--- src/rtl/shader_pkg.sv ---
// Shared definitions for the shader program memory slice.
//   DEFAULT_INSTR_WIDTH / DEFAULT_NUM_INSTR : default geometry
//   instr_t                                 : one instruction word at default width
//   pc_width()                              : width of a program-counter / index field
package shader_pkg;

  localparam int DEFAULT_INSTR_WIDTH = 8;
  localparam int DEFAULT_NUM_INSTR   = 16;

  typedef logic [DEFAULT_INSTR_WIDTH-1:0] instr_t;

  // Index width for an n-entry store; never narrower than one bit.
  function automatic int pc_width(input int n);
    return (n <= 2) ? 1 : $clog2(n);
  endfunction

endpackage

--- src/rtl/instr_shift_reg.sv ---
// N-deep word shift register used for both program buffers.
//   clk_i, rst_i   : clock, async active-high reset (loads INIT)
//   shift_en_i     : shift toward word 0, shift_din_i enters word DEPTH-1
//   rotate_en_i    : rotate toward word 0, word 0 wraps to word DEPTH-1
//   load_en_i      : parallel load of load_din_i
//   q_o            : current contents, word i at q_o[i]
// Priority: load > rotate > shift.
module instr_shift_reg #(
  parameter int                   DEPTH = 16,
  parameter int                   W     = 8,
  parameter logic [DEPTH*W-1:0]   INIT  = '0
) (
  input  logic                      clk_i,
  input  logic                      rst_i,
  input  logic                      shift_en_i,
  input  logic [W-1:0]              shift_din_i,
  input  logic                      rotate_en_i,
  input  logic                      load_en_i,
  input  logic [DEPTH-1:0][W-1:0]   load_din_i,
  output logic [DEPTH-1:0][W-1:0]   q_o
);

  logic [DEPTH-1:0][W-1:0] q;

  always_ff @(posedge clk_i or posedge rst_i) begin
    if (rst_i)            q <= INIT;
    else if (load_en_i)   q <= load_din_i;
    else if (rotate_en_i) q <= {q[0], q[DEPTH-1:1]};
    else if (shift_en_i)  q <= {shift_din_i, q[DEPTH-1:1]};
  end

  assign q_o = q;

endmodule

--- src/rtl/shader_program_memory.sv ---
// Double-buffered shader instruction store.
//   clk_i, rst_i     : clock, async active-high reset
//   spi_instr_i      : instruction byte from the SPI receiver
//   spi_shift_i      : shift pulse; with spi_load_i pushes spi_instr_i into the shadow tail
//   spi_load_i       : qualifies spi_shift_i
//   frame_start_i    : frame boundary; swaps in a complete shadow program
//   exec_shift_i     : core advance, rotates the active buffer
//   instr_o, pc_o    : current instruction (active word 0) and its index
//   last_o           : pc_o at the final instruction
//   pending_o        : complete shadow program awaiting a frame boundary
//   swapped_o        : pulse the cycle after a swap
module shader_program_memory
  import shader_pkg::*;
#(
  parameter int                           NUM_INSTR    = DEFAULT_NUM_INSTR,
  parameter int                           INSTR_WIDTH  = DEFAULT_INSTR_WIDTH,
  parameter logic [NUM_INSTR*INSTR_WIDTH-1:0] INIT_PROGRAM = '0
) (
  input  logic                             clk_i,
  input  logic                             rst_i,
  input  logic [INSTR_WIDTH-1:0]           spi_instr_i,
  input  logic                             spi_shift_i,
  input  logic                             spi_load_i,
  input  logic                             frame_start_i,
  input  logic                             exec_shift_i,
  output logic [INSTR_WIDTH-1:0]           instr_o,
  output logic [pc_width(NUM_INSTR)-1:0]   pc_o,
  output logic                             last_o,
  output logic                             pending_o,
  output logic                             swapped_o
);

  localparam int PCW = pc_width(NUM_INSTR);
  localparam int CW  = $clog2(NUM_INSTR + 1);
  localparam logic [CW-1:0]  CNT_FULL = CW'(NUM_INSTR);
  localparam logic [PCW-1:0] PC_LAST  = PCW'(NUM_INSTR - 1);

  logic [NUM_INSTR-1:0][INSTR_WIDTH-1:0] shadow_q, active_q;
  logic [CW-1:0]  load_cnt;
  logic [PCW-1:0] pc;
  logic           spi_push, swap, swapped_q;

  assign spi_push  = spi_shift_i & spi_load_i;
  assign pending_o = (load_cnt == CNT_FULL);
  assign swap      = frame_start_i & pending_o;

  // Shadow only ever shifts in; a push in the swap cycle still lands here
  // after active has captured the pre-push contents.
  instr_shift_reg #(
    .DEPTH (NUM_INSTR),
    .W     (INSTR_WIDTH),
    .INIT  ('0)
  ) u_shadow (
    .clk_i       (clk_i),
    .rst_i       (rst_i),
    .shift_en_i  (spi_push),
    .shift_din_i (spi_instr_i),
    .rotate_en_i (1'b0),
    .load_en_i   (1'b0),
    .load_din_i  ('0),
    .q_o         (shadow_q)
  );

  // Load has priority over rotate, so a swap drops a coincident exec shift.
  instr_shift_reg #(
    .DEPTH (NUM_INSTR),
    .W     (INSTR_WIDTH),
    .INIT  (INIT_PROGRAM)
  ) u_active (
    .clk_i       (clk_i),
    .rst_i       (rst_i),
    .shift_en_i  (1'b0),
    .shift_din_i ('0),
    .rotate_en_i (exec_shift_i),
    .load_en_i   (swap),
    .load_din_i  (shadow_q),
    .q_o         (active_q)
  );

  always_ff @(posedge clk_i or posedge rst_i) begin
    if (rst_i) begin
      load_cnt  <= '0;
      pc        <= '0;
      swapped_q <= 1'b0;
    end else begin
      swapped_q <= swap;
      if (swap)                       load_cnt <= spi_push ? CW'(1) : '0;
      else if (spi_push && !pending_o) load_cnt <= load_cnt + CW'(1);
      if (swap)              pc <= '0;
      else if (exec_shift_i) pc <= (pc == PC_LAST) ? '0 : pc + PCW'(1);
    end
  end

  assign instr_o   = active_q[0];
  assign pc_o      = pc;
  assign last_o    = (pc == PC_LAST);
  assign swapped_o = swapped_q;

endmodule

--- config.mk ---
export PLATFORM = sky130hd
export DESIGN_NAME = shader_program_memory
export DESIGN_NICKNAME = d
export VERILOG_FILES = /design/src/rtl/shader_pkg.sv /design/src/rtl/instr_shift_reg.sv /design/src/rtl/shader_program_memory.sv
export SDC_FILE = /design/constraint.sdc
export NUM_CORES = 1
export LEC_CHECK = 0
export CAP_MARGIN = 10
export CELL_PAD_IN_SITES_DETAIL_PLACEMENT = 1
export CELL_PAD_IN_SITES_GLOBAL_PLACEMENT = 1
export CORE_UTILIZATION = 46
export DETAILED_ROUTE_END_ITERATION = 10
export HOLD_SLACK_MARGIN = 0.15
export PLACE_DENSITY = 0.86
export SLEW_MARGIN = 5
export SYNTH_ARGS = -nofsm -noshare
export SYNTH_HDL_FRONTEND = slang
export SYNTH_SLANG_ARGS = --single-unit
--- constraint.sdc ---
create_clock -name clk_i -period 10 [get_ports clk_i]
set_input_delay 3 -clock clk_i [delete_from_list [all_inputs] [get_ports clk_i]]
set_output_delay 3 -clock clk_i [all_outputs]
set_load 0.05 [all_outputs]
* Word level (Yosys, flattened, before mapping) *
Cells that the tools add are included.
Widths: inputs -> output; s select.

word-level totals
  input bits = 14
  bits in registers = 266
  output and inout bits = 15

operators by class
  reductions and logical operators = 4
  equal/unequal tests = 2
  bitwise operators = 2
  add/sub/neg operators = 2
  mux-type cells = 8

operators with widths
  operator             number
  $mux 128             2
  $mux 4               3
  $mux 5               2
  $add 5x1->5 const B  1
  $eq 5x5->1 const B   1
  $add 4x1->4 const B  1
  $eq 4x4->1 const B   1
  $reduce_bool 2->1    2
  $and 1x1->1          2
  $logic_and 1x1->1    1
  $logic_not 1->1      1
  $mux 1               1

* Depth between registers and ports, before layout *
  word-level depth = 5
  depth in mapped cells = 9
  mapped depth without buffers = 5

* Cells and area by module *
A second synthesis with hierarchy kept.

unflattened totals
  cells, all modules = 1264
  area total of the unflattened synthesis = 14269.9 sq um

by module, submodules not included
  module                 area each (sq um)  times used  cells each  sequential area each (sq um)
  instr_shift_reg        6860.3             2           606         3203.1
  shader_program_memory  549.3              1           52          250.2

* Worst setup path before layout *
Ideal clock, no wire load.

  kind = register -> output
  from = reg load_cnt[0]
  to = out pending_o
  slack = 5.344 ns
  data arrival time = 1.656 ns
  buffers on the path = 2
  stages on the path, launching flop included = 6
  cells stage by stage = dfrtp_1 > inv_1 > ha_1 > nor4bb_1 > buf_2 > clkbuf_1

between the ends
  word-level cells in the longest chain between the ends = 1

ends and longest elaborated chain
  item                      RTL line                     text
  start: declaration        shader_program_memory.sv:39  logic [CW-1:0] load_cnt;
  start signal: assignment  shader_program_memory.sv:87  if (swap) load_cnt <= spi_push ? CW'(1) : '0;
  start signal: assignment  shader_program_memory.sv:88  else if (spi_push && !pending_o) load_cnt <= load_cnt + CW'(1);
  $eq 5x5->1                shader_program_memory.sv:44  assign pending_o = (load_cnt == CNT_FULL);
  end: declaration          shader_program_memory.sv:29  output logic pending_o,

No other way between the ends.

* Final worst setup path *
Same ends and word-level chain as after synthesis.

==> metrics.md <==
| Metric | Value |
|---|---|
| Core footprint | `0.0245 mm^2` |
| Setup TNS | `0 ps` |
| Fin Hold WS | `516 ps` |
| Slew @ Worst Pin | `1190 ps` |
| Ant diodes | `0` |
| Number of CTS-inserted buffers | `28` |
| GRT Total Usage | `20.3%` |
| Clock latency on the worst-skew pair | `540 ps` |
| Die Y | `161 um` |
| Fin nets | `902` |
| CP bufs+invs | `3` |
| Sw Ratio | `30.1%` |
| Multi-input gate area | `0.00448 mm^2` |
| Clock skew | `11.4 ps` |
| Residual DRC count | `0` |
| Crit-path cells | `inv_1, ha_1, nor4bb_4, buf_4, clkdlybuf4s50_1` |
| Top cells by area, synth | `dfrtp_1, mux2_2, mux2i_1` |
| Synth Area in Simple Gates | `6.47%` |
| Fraction of synthesized area in multiplexers | `23.7%` |
| Min-delay worst type | `register to register` |
| Largest net degree at the start of global routing | `184` |
| Endpoints failing hold | `0` |
| Final worst-path cycle share | `66.1%` |
| Vias in the first global route | `8,150` |
| Die area | `0.0259 mm^2` |
| Die span in x | `161 um` |
| Area share of fa/ha/maj cells after synthesis | `0.324%` |
| Synthesized Nets | `917` |
| Max layer used | `met4` |
| Synth warnings | `0` |
| CP endpoint kind | `output pin` |
| Mapped Area | `0.0116 mm^2` |
| PD cells | `274 mW/mm^2` |
| Via/cell ratio | `5.74` |
| CP required | `7000 ps` |
| Share of post-route cells with drive strength above 1 | `27.0%` |
| Count leader, synth | `dfrtp_1` |
| Synth Flop Type | `dfrtp_1` |
| Ys async rst share | `100%` |
| Post-synthesis compound-gate area fraction | `7.68%` |
| Clock power frac | `30.1%` |
| Leakage | `5.86 nW` |
| Synth unique cells | `29` |
| Delay-heaviest family, CP | `buffers and inverters` |
| Area grow syn2layout | `10.9%` |
| Status | `completed` |
| Worst VDD drop | `0.159 mV` |
| Post-synth EDFFs | `0` |
| Rows | `57` |
| Xor/xnor share of the synthesized area | `0.226%` |
| PostCTS Resize Cnt | `0` |
| Met1 Wirelength | `10,700 um` |
| DRT iter0 DRCs | `468` |
| Antenna-violating nets left | `0` |
| I/O pin cnt | `29` |
| Avg Synthesized Cell Area | `12.9 um^2` |
| Critical Path AT | `3610 ps` |
| Starting density of the core | `47.3%` |
| Post-synth top area cell | `dfrtp_1` |
| Worst-path fanout max | `41` |
| H-tree level count | `1` |
| Yosys reg bits | `266` |
| Fillcell total | `2,479` |
| CP max stage delay | `900 ps` |
| First-pass GRT wire length | `42,800 um` |
| Via Count | `7,065` |
| Worst rel slew slack | `21.0%` |
| # Max-Cap Violations | `0` |
| Hold_buf cts | `0` |
| RSZ-0062 raised after global routing | `no` |
| Slowest-stage cell, CP | `clkdlybuf4s50_1` |
| Clk buf depth | `3` |
| Cells after Synth | `900` |
| DR WL/cell | `20.2 um` |
| Antenna violations before repair | `0` |
| Achievable Freq | `151 MHz` |
| Clock Tree Root | `clkbuf_16` |
| Max Transition Viols Final | `0` |
| Detail Placement HPWL | `12,800 um` |
| NetSw | `0.00106 W` |
| CP Launch Type | `register` |
| Gr ovfl total | `0` |
| Met2 Wirelength | `13,000 um` |
| Top cell type's share of synthesized area | `57.4%` |
| Top cells by instance count after synthesis | `dfrtp_1, mux2_2, nand3_1` |
| Post-CTS setup repair buffer count | `0` |
| Met3 WL | `609 um` |
| Register Area | `0.00666 mm^2` |
| Crit Path Class | `register to output pin` |
| CTS tree | `done` |
| Largest family of logic cells by synthesized area | `multiplexers` |
| Setup violators final | `0` |
| Drt first pass iters | `4` |
| Fin crit period | `6610 ps` |
| Port Buf Inserts | `28` |
| Clk sinks | `266` |
| Routability cong. | `0.703` |
| Final WL | `24,800 um` |
| Post-synthesis sequential area ratio | `57.4%` |
| Combinational share of power | `19.7%` |
| Internal | `0.00247 W` |
| Clock slew at reported path FFs | `60 ps` |
| Sequential share of power | `50.2%` |
[worst min-delay path, stage by stage (launching register included)]
cell,delay [ps]
dfrtp_1,340
nand3_1,90
o21ai_2,60
[state kept, by name, indices dropped and copies added, names as in the netlist]
register      count
u_active.q_o    128
swapped_o         1
load_cnt          5
u_shadow.q_o    128
pc_o              4
[power groups by stage]
| stage | registers (W) | logic (W) | clock network (W) |
|---|---|---|---|
| 6_report | 0.00177 | 0.000696 | 0.00106 |
| 5_1_grt | 0.00183 | 0.000769 | 0.00112 |
| 4_1_cts | 0.00177 | 0.000707 | 0.00108 |
| 3_5_place_dp | 0.00178 | 0.000688 | 0 |
| 3_3_place_gp | 0.00174 | 0.000639 | 0 |
| 2_1_floorplan | 0.00169 | 0.000546 | 0 |
[per-layer routing]
metal	vias up	track usage, %
met5	-	0
met4	0	5.92
met3	45	3.07
met2	83	36.1
met1	3734	25.4
li1	3203	-
[cell families after synthesis]
group / Yosys count
compound gates: 136
xor+xnor: 3
fa+ha+maj: 3
buf+inv: 85
flops: 266
mux: 259
simple gates: 148
[layout make-up]
| cell class | instances | area share, % |
|---|---|---|
| Sequential cell | 266 | 51.8 |
| Multi-Input combinational cell | 549 | 34.8 |
| Clock buffer | 39 | 6.25 |
| Tap cell | 324 | 3.15 |
| Timing Repair Buffer | 37 | 2.79 |
| Clock inverter | 12 | 1.11 |
| Inverter | 3 | 0.117 |
[stage by stage]
stage	power, W	worst slack [ps]	std cells	instance area, um^2	utilization (%)
after floorplan	0.00224	3490	900	11600	-
after CTS	0.00356	3390	1230	12900	52.4
after global placement	0.00238	4080	1179	11900	48.6
after global routing	0.00372	3230	1230	12900	52.4
final	0.00353	3390	1230	12900	52.4
after detailed placement	0.00246	4000	1179	11900	48.6
[layout by cell type (no fill, tap or decap), types with 2 or more instances in the layout]
cell type / n
clkbuf_8: 4
buf_4: 9
ha_1: 3
o21ai_0: 76
clkinv_4: 2
xor2_1: 2
nand3_1: 130
a21oi_1: 4
or3_1: 3
inv_1: 2
bufinv_16: 3
and2_4: 2
nor2_1: 3
clkbuf_1: 6
nand2_1: 5
o21ai_2: 54
clkdlybuf4s50_1: 26
mux2i_1: 129
clkbuf_16: 29
clkinv_2: 7
mux2_2: 130
dfrtp_1: 266
[path summary, 6_finish.rpt]
check	start	end	slack (ps)	cells after the start
worst max-delay path	load_cnt[0]	pending_o	3390	5
worst min-delay path	u_shadow.q_o[1]	u_active.q_o[1]	520	2
worst max register to register	load_cnt[0]	u_active.q_o[105]	5730	7
worst min register to register	u_shadow.q_o[1]	u_active.q_o[1]	520	2
max in group asynchronous	rst_i	u_active.q_o[72]	5260	4
min in group asynchronous	rst_i	swapped_o	3170	3
Power figures use the tool's default switching activity.
